**src/rtl/mux_rr_reg_if.sv**
```systemverilog
// Handshake bundle between N producers, the mux_rr_reg merge point and one consumer.
//   d/v/rdy         : per-channel data, valid and ready (producer side)
//   mode/s          : selection control (0 = fixed channel s, 1 = round-robin)
//   y/y_valid/y_sel : registered output word, its valid flag and source channel
//   y_ready         : downstream ready
// master = the environment driving producers/consumer, slave = the merge block.
interface mux_rr_reg_if #(
  parameter int N = 4,
  parameter int W = 8
);
  localparam int SW = (N > 1) ? $clog2(N) : 1;

  logic [N*W-1:0] d;
  logic [N-1:0]   v;
  logic [N-1:0]   rdy;
  logic           mode;
  logic [SW-1:0]  s;
  logic [W-1:0]   y;
  logic           y_valid;
  logic           y_ready;
  logic [SW-1:0]  y_sel;

  modport master (
    output d, v, mode, s, y_ready,
    input  rdy, y, y_valid, y_sel
  );

  modport slave (
    input  d, v, mode, s, y_ready,
    output rdy, y, y_valid, y_sel
  );
endinterface

```
**src/rtl/mux_rr_reg.sv**
```systemverilog
// N-channel merge with a one-entry registered output buffer.
// Fixed mode forwards channel s; round-robin mode grants the first valid
// channel at or after the rotating pointer.
// Ports:
//   clk   : rising-edge clock
//   rst_n : asynchronous active-low reset
//   bus   : mux_rr_reg_if slave modport (d, v, rdy, mode, s, y, y_valid, y_ready, y_sel)
module mux_rr_reg #(
  parameter int N = 4,
  parameter int W = 8,
  localparam int SW = (N > 1) ? $clog2(N) : 1
) (
  input  logic           clk,
  input  logic           rst_n,
  mux_rr_reg_if.slave    bus
);

  logic [W-1:0]  r_y;
  logic          r_valid;
  logic [SW-1:0] r_sel;
  logic [SW-1:0] r_ptr;

  logic          w_can_accept;
  logic          w_has_grant;
  logic [SW-1:0] w_grant;
  logic [N-1:0]  w_rdy;
  logic          w_xfer;

  // Gated with rst_n so that no ready is offered while reset is held.
  assign w_can_accept = rst_n & (~r_valid | bus.y_ready);

  always_comb begin
    w_has_grant = 1'b0;
    w_grant     = '0;
    if (!bus.mode) begin
      if (int'(bus.s) < N) begin
        w_has_grant = 1'b1;
        w_grant     = bus.s;
      end
    end else begin
      // Scan from the far end back toward ptr so the last hit is the
      // first valid channel in rotation order.
      for (int k = N - 1; k >= 0; k--) begin
        if (bus.v[(int'(r_ptr) + k) % N]) begin
          w_has_grant = 1'b1;
          w_grant     = SW'((int'(r_ptr) + k) % N);
        end
      end
    end
  end

  always_comb begin
    w_rdy = '0;
    if (w_can_accept && w_has_grant) begin
      w_rdy[w_grant] = 1'b1;
    end
  end

  assign w_xfer = w_can_accept & w_has_grant & bus.v[w_grant];

  always_ff @(posedge clk or negedge rst_n) begin
    if (!rst_n) begin
      r_y     <= '0;
      r_valid <= 1'b0;
      r_sel   <= '0;
      r_ptr   <= '0;
    end else if (w_xfer) begin
      r_y     <= bus.d[int'(w_grant)*W +: W];
      r_sel   <= w_grant;
      r_valid <= 1'b1;
      if (bus.mode) begin
        r_ptr <= (int'(w_grant) == N - 1) ? '0 : w_grant + 1'b1;
      end
    end else if (bus.y_ready) begin
      r_valid <= 1'b0;
    end
  end

  assign bus.rdy     = w_rdy;
  assign bus.y       = r_y;
  assign bus.y_valid = r_valid;
  assign bus.y_sel   = r_sel;

endmodule

```
**src/flat_wrapper.sv**
```systemverilog
// flat-port wrapper written by rule: the top's interface ports become plain ports
module mux_rr_reg_flat 
#(
  parameter int N = 4,
  parameter int W = 8,
  localparam int SW = (N > 1) ? $clog2(N) : 1
)
  (clk, rst_n, bus_d, bus_v, bus_mode, bus_s, bus_y_ready, bus_rdy, bus_y, bus_y_valid, bus_y_sel);
  mux_rr_reg_if #(.N(N), .W(W)) bus_i ();
  input  logic clk;
  input  logic rst_n;
  input wire logic [$bits(bus_i.d)-1:0] bus_d;
  input wire logic [$bits(bus_i.v)-1:0] bus_v;
  input wire logic [$bits(bus_i.mode)-1:0] bus_mode;
  input wire logic [$bits(bus_i.s)-1:0] bus_s;
  input wire logic [$bits(bus_i.y_ready)-1:0] bus_y_ready;
  output wire logic [$bits(bus_i.rdy)-1:0] bus_rdy;
  output wire logic [$bits(bus_i.y)-1:0] bus_y;
  output wire logic [$bits(bus_i.y_valid)-1:0] bus_y_valid;
  output wire logic [$bits(bus_i.y_sel)-1:0] bus_y_sel;
  assign bus_i.d = bus_d;
  assign bus_i.v = bus_v;
  assign bus_i.mode = bus_mode;
  assign bus_i.s = bus_s;
  assign bus_i.y_ready = bus_y_ready;
  assign bus_rdy = bus_i.rdy;
  assign bus_y = bus_i.y;
  assign bus_y_valid = bus_i.y_valid;
  assign bus_y_sel = bus_i.y_sel;
  mux_rr_reg #(.N(N), .W(W)) u_core (.clk(clk), .rst_n(rst_n), .bus(bus_i));
endmodule
```
**config.mk**
```make
export PLATFORM = sky130hd
export DESIGN_NAME = mux_rr_reg_flat
export DESIGN_NICKNAME = d
export VERILOG_FILES = /design/src/rtl/mux_rr_reg_if.sv /design/src/rtl/mux_rr_reg.sv /design/src/flat_wrapper.sv
export SDC_FILE = /design/constraint.sdc
export NUM_CORES = 1
export LEC_CHECK = 0
export BUFFER_PORTS_ARGS = -buffer_cell sky130_fd_sc_hd__buf_4
export CAP_MARGIN = 5
export CORE_MARGIN = 2
export CORE_UTILIZATION = 35
export DETAILED_ROUTE_END_ITERATION = 12
export PLACE_DENSITY = 0.68
export SETUP_SLACK_MARGIN = 0.05
export SLEW_MARGIN = 40
export SYNTH_ARGS = -nofsm -noshare
export SYNTH_HDL_FRONTEND = slang
export SYNTH_SLANG_ARGS = --single-unit
```
**constraint.sdc**
```tcl
create_clock -name clk -period 2.2 [get_ports clk]
set_input_delay 0 -clock clk [delete_from_list [all_inputs] [get_ports clk]]
set_output_delay 0 -clock clk [all_outputs]
set_load 0.005 [all_outputs]
```
==> run metrics, run 1 <==
placer congestion estimate 0.795; max-cap check violation count 0; hold path depth 3; R2R cell count 7; HPWL Detailed 2080 µm; placed insts 184; sequential fraction of the synthesis area 31.9%; crit path max fanout 5; antenna viol nets, final 0; final worst slack -0.00702 ns; TritonRoute pass-1 iters 4; most frequent cells in the layout buf_4 (66), mux2i_1 (24), dfrtp_1 (13); CP Cell Sequence and3b_1 -> o211a_1 -> a311o_1 -> mux4_2 -> nand2_4 -> buf_6 -> mux2_4; cts bufs inserted 3; Hold Violations, Final 0; status complete, but fails checks; Die Height 57.9 µm; Initial Util 36.9%; gr ovfl total 0; WP data required 2.36 ns; fin. max-slew vios 0; syn avg cell area 11.0 µm²; Filler Cell Count 235; leakage power 0.000925 µW; clk slew on worst S/H paths 0.08 ns; HP Class input port to flop; Setup-failing EPs final 8; number of synthesized register bits 13; slowest stage delay, CP 0.47 ns; Worst EP arrival 2.37 ns; DR vias/cell 5.18; largest net degree at the start of global routing 20; gr usage total 17.0%; Tmin final 2.21 ns; r2r startpoint u_core.r_ptr[0]$_DFFE_PN0P_; Cell Area, Synth 0.00102 mm²; Slew @ Worst Pin 0.279 ns; relative slew slack 81.4%; final WL 2880 µm; flop-to-flop setup slack -0.007 ns; H-tree levels 1; antenna violations before repair 0; area occupied by multi-input gates 674 µm²; Initial DRC Count 10; number of port buffers 56; hold_sp bus_y_ready; crit path max-delay cell type mux4_2; failing checks setup timing; Yosys Warn Count 0; CP Launch Type flop; layout cells sized above 1 55.8%; TritonCTS clock tree yes; Area Overhead vs Synth 66.6%; Post-Synthesis Net Count 137; CTS Buffer Depth 2; cells after synthesis 93; Clock Skew 0.00793 ns; Reg area 325 µm²; FF-to-FF End u_core.bus.y[1]$_DFFE_PN0P_; die width 57.9 µm; via count 1016; most common cell after layout, fill and taps aside buf_4; P per Cell Area 910 mW/mm²; Ports 57; RSZ-0062 raised after global routing true; crit share post-route 100%; Core Rows 19; vias in the first global route 1022; DRC Markers 0; clock latency on the worst-skew pair 0.27 ns; Worst VDD drop 0.000578 V; Core Area 0.00276 mm²; CP Class flop to flop; Root Buffer clkbuf_4; Worst setup EP type flop; first-pass GRT wire length 4330 µm; n_diodes 0; Hold EP u_core.bus.y_valid$_DFFE_PN0P_; setup TNS -0.0336 ns; final non-filler cell total 196; NumNets Final 210; Synth cell types 31; Max Fclk 453 MHz; # clock sinks 13; drt wl/cell 14.7 µm; DIE AREA 0.00336 mm²
## metrics by stage
| step | cell area [µm²] | worst slack [ns] | util (%) | total power, µW | hold WS, ns |
|---|---|---|---|---|---|
| 3_3_place_gp | 1530 | 0.0253 | 55.3 | 1220 | -0.145 |
| 3_5_place_dp | 1530 | -0.00107 | 55.3 | 1250 | -0.142 |
| 4_1_cts | 1600 | 0.00396 | 58.0 | 1440 | 0.000730 |
| 6_report | 1700 | -0.00702 | 61.5 | 1540 | 0.00132 |
| 2_1_floorplan | 1020 | -0.0204 | - | 880 | -0.296 |
| 5_1_grt | 1700 | -0.0791 | 61.5 | 1660 | 0.0119 |
## where the power goes
part           leakage, µW  switching (µW)  internal [µW]  total (µW)
sequential        0.000153            74.4            356         430
combinational     0.000757             350            620         971
clock            0.0000150            73.6           70.1         144
total             0.000925             498           1050        1540
## synth_stat cells, drive strengths merged
| master | number | share of area (%) |
|---|---|---|
| o21ai | 3 | 1.5 |
| mux2i | 24 | 24 |
| mux2 | 11 | 15 |
| and2 | 2 | 1.2 |
| mux4 | 1 | 2.2 |
| o22a | 1 | 0.86 |
| and3b | 1 | 0.86 |
| dfrtp | 13 | 32 |
| o311a | 1 | 0.98 |
| nand4 | 1 | 0.61 |
| a311o | 1 | 0.98 |
| inv | 3 | 1.1 |
| a21oi | 1 | 0.49 |
| clkbuf | 1 | 0.37 |
| or3b | 1 | 0.86 |
| a41oi | 1 | 0.86 |
| buf | 4 | 2.8 |
| nor2b | 3 | 1.8 |
| ha | 2 | 2.5 |
| nand2b | 3 | 1.8 |
| a21o | 1 | 0.74 |
| a32o | 1 | 0.98 |
| nor2 | 4 | 1.5 |
| o211a | 1 | 0.98 |
| nand3 | 1 | 0.49 |
| nand2 | 6 | 2.5 |
| a211oi | 1 | 0.74 |
## worst max-delay path, delay by kind of cell, from the launching register on
family | cells | cell delay [ns]
AND/OR/NAND/NOR | 2 | 0.28
buffers and inverters | 1 | 0.13
flip-flops | 1 | 0.39
AO/OA/AOI/OAI | 2 | 0.52
multiplexers | 2 | 0.77
## flip-flops by register name, indices dropped and copies added, names as in the netlist
| register | flops |
|---|---|
| u_core.bus.y | 8 |
| u_core.bus.y_sel | 2 |
| u_core.r_ptr | 2 |
| u_core.bus.y_valid | 1 |
## timing repair
action / CTS / global route
gates resized for setup: 4 / 10
hold buffers: 1 / 0
setup buffers: 3 / 2
pin swaps: 0 / 1
gates cloned: 0 / 2
endpoints found under the setup margin: 14 / 15
hold endpoints to repair: 13 / 0
## worst max path at each step
stage,to,slack [ns],startpoint
floorplan,u_core.bus.y[0]$_DFFE_PN0P_,-0.02,u_core.r_ptr[1]$_DFFE_PN0P_
CTS,bus_rdy[2],0.004,u_core.r_ptr[0]$_DFFE_PN0P_
global route,u_core.bus.y_sel[1]$_DFFE_PN0P_,-0.08,u_core.r_ptr[0]$_DFFE_PN0P_
detailed placement,u_core.bus.y[1]$_DFFE_PN0P_,-0.001,u_core.r_ptr[0]$_DFFE_PN0P_
global placement,u_core.r_ptr[1]$_DFFE_PN0P_,0.03,u_core.r_ptr[1]$_DFFE_PN0P_
finish,u_core.bus.y[1]$_DFFE_PN0P_,-0.007,u_core.r_ptr[0]$_DFFE_PN0P_
## area by class of cell
type	count	share of cell area (%)
flip-flops and latches	13	19.2
clock buffers	4	1.55
inverters	3	0.811
repair buffers	73	36.4
well taps	31	2.29
multi-input cells	72	39.7
## cells by family (layout without fill, tap and decap cells)
group           after synthesis  in the layout  synth area share [%]
compound gates               12             12                  9.09
fa+ha+maj                     2              2                  2.46
simple gates                 22             22                  11.7
buf+inv                       8             80                  4.30
flops                        13             13                  31.9
mux                          36             36                  40.5
## layer usage
layer / routed length, µm / up-vias / GRT usage, %
met3: 214 / 2 / 4.69
met5: 0 / - / 0
met2: 1520 / 40 / 28.7
met4: 17 / 0 / 5.98
li1: - / 485 / -
met1: 1130 / 489 / 20.6
No activity file was read; power rests on OpenSTA's default activity.
==> run 2, diff against run 1 <==
CORE_UTILIZATION = 30   (was 35)
PLACE_DENSITY = unset   (was 0.68)
==> run metrics, run 2 (synthesis results as in run 1) <==
status completed; n_diodes 0; Setup-failing EPs final 0; origin of the worst setup path u_core.r_ptr[1]$_DFFE_PN0P_; number of port buffers 56; Initial Util 30.8%; final WL 2600 µm; Worst EP arrival 2.34 ns; crit share post-route 99.6%; leakage power 0.000879 µW; Hold Violations, Final 0; cts bufs inserted 3; r2r startpoint u_core.r_ptr[1]$_DFFE_PN0P_; die width 62.3 µm; drt wl/cell 12.7 µm; CP Cell Sequence and3b_1 -> o211a_1 -> a311o_1 -> mux4_2 -> nand2_4 -> buf_12 -> mux2_4; clock latency on the worst-skew pair 0.27 ns; Buf/Inv on CP 1; crit path max fanout 8; final core occ 48.7%; via count 970; post-placement cell area 0.00153 mm²; placer congestion estimate 0.813; Core Rows 21; CP Class flop to flop; CP Launch Type flop; P per Cell Area 867 mW/mm²; Slew @ Worst Pin 0.301 ns; Crit. path cell count 7; most common cell after layout, fill and taps aside buf_4; # clock sinks 13; RSZ-0062 raised after global routing true; Area Overhead vs Synth 58.2%; gr ovfl total 0; relative slew slack 79.9%; CP top delay family multiplexers; vias in the first global route 1017; Worst setup EP type flop; Die Height 62.3 µm; crit path max-delay cell type mux4_2; Worst setup endpoint u_core.bus.y[2]$_DFFE_PN0P_; H-tree levels 1; DRC Markers 0; largest net degree at the start of global routing 20; max-cap check violation count 0; slowest stage delay, CP 0.46 ns; DR vias/cell 4.73; clk slew on worst S/H paths 0.08 ns; fin. max-slew vios 0; Worst VDD drop 0.000374 V; Initial DRC Count 34; Filler Cell Count 330; WP data required 2.35 ns; FF-to-FF End u_core.bus.y[2]$_DFFE_PN0P_; Ports 57; Tmin final 2.19 ns; flop-to-flop setup slack 0.01 ns; most frequent cells in the layout buf_4 (64), mux2i_1 (24), dfrtp_1 (13); antenna viol nets, final 0; HP Class input port to flop; Clock Skew 0.00527 ns; first-pass GRT wire length 4460 µm; TritonRoute pass-1 iters 4; CTS Buffer Depth 2; pre-CTS setup slack 0.0172 ns; number of flip-flops in the largest register 8; layout cells sized above 1 52.2%; Root Buffer clkbuf_4; HPWL Detailed 1970 µm; DIE AREA 0.00388 mm²; gr usage total 14.1%; Core Area 0.00331 mm²; Max Fclk 457 MHz; R2R cell count 7; antenna violations before repair 0; TritonCTS clock tree yes; final instance area 0.00161 mm²; setup TNS 0 ns; NumNets Final 204; final worst slack 0.00971 ns
-- run 2: timing repair --
action,in CTS,in global routing
buffers inserted,3,0
pin swaps,0,0
resized for setup,3,2
setup endpoints to repair,11,14
cloned,0,0
hold buffers,1,0
hold endpoints to repair,13,0
-- run 2: worst min-delay path, stage by stage --
cell      delay, ns
buf_4          0.07
nand2b_1       0.11
nand2_1        0.05
-- run 2: final cells by class --
type	instances	area, µm²	share of cell area [%]
inverters	3	11.3	0.699
flip-flops and latches	13	325	20.2
multi-input cells	72	669	41.5
repair buffers	67	522	32.4
well taps	46	57.6	3.57
clock buffers	4	26.3	1.63
-- run 2: power by group --
| part | switching, µW | internal (µW) |
|---|---|---|
| logic | 303 | 523 |
| clock network | 73.5 | 70.0 |
| registers | 71.5 | 356 |
-- run 2: worst min-delay path by stage --
stage / start / endpoint / slack [ns] / cells after the start
finish: bus_y_ready / u_core.bus.y_valid$_DFFE_PN0P_ / 0.004 / 3
global route: bus_y_ready / u_core.bus.y_valid$_DFFE_PN0P_ / 0.006 / 3
CTS: bus_y_ready / u_core.bus.y_valid$_DFFE_PN0P_ / 0.004 / 3
detailed placement: rst_n / u_core.bus.y[7]$_DFFE_PN0P_ / -0.14 / 1
global placement: rst_n / u_core.bus.y[7]$_DFFE_PN0P_ / -0.14 / 1
floorplan: rst_n / u_core.bus.y[0]$_DFFE_PN0P_ / -0.30 / 0
-- run 2: routing by layer --
metal / up-vias / GRT usage, % / wire [µm]
li1: 474 / - / -
met1: 445 / 17.2 / 1080
met2: 51 / 23.4 / 1270
met3: 0 / 5.43 / 254
met4: 0 / 3.61 / 0
met5: - / 0 / 0
-- run 2: metrics by stage --
| step | hold slack, ns | total power [µW] | std cells |
|---|---|---|---|
| 2_1_floorplan | -0.296 | 880 | 93 |
| 3_3_place_gp | -0.141 | 1210 | 197 |
| 3_5_place_dp | -0.136 | 1220 | 197 |
| 4_1_cts | 0.00395 | 1400 | 205 |
| 5_1_grt | 0.00554 | 1520 | 205 |
| 6_report | 0.00380 | 1400 | 205 |
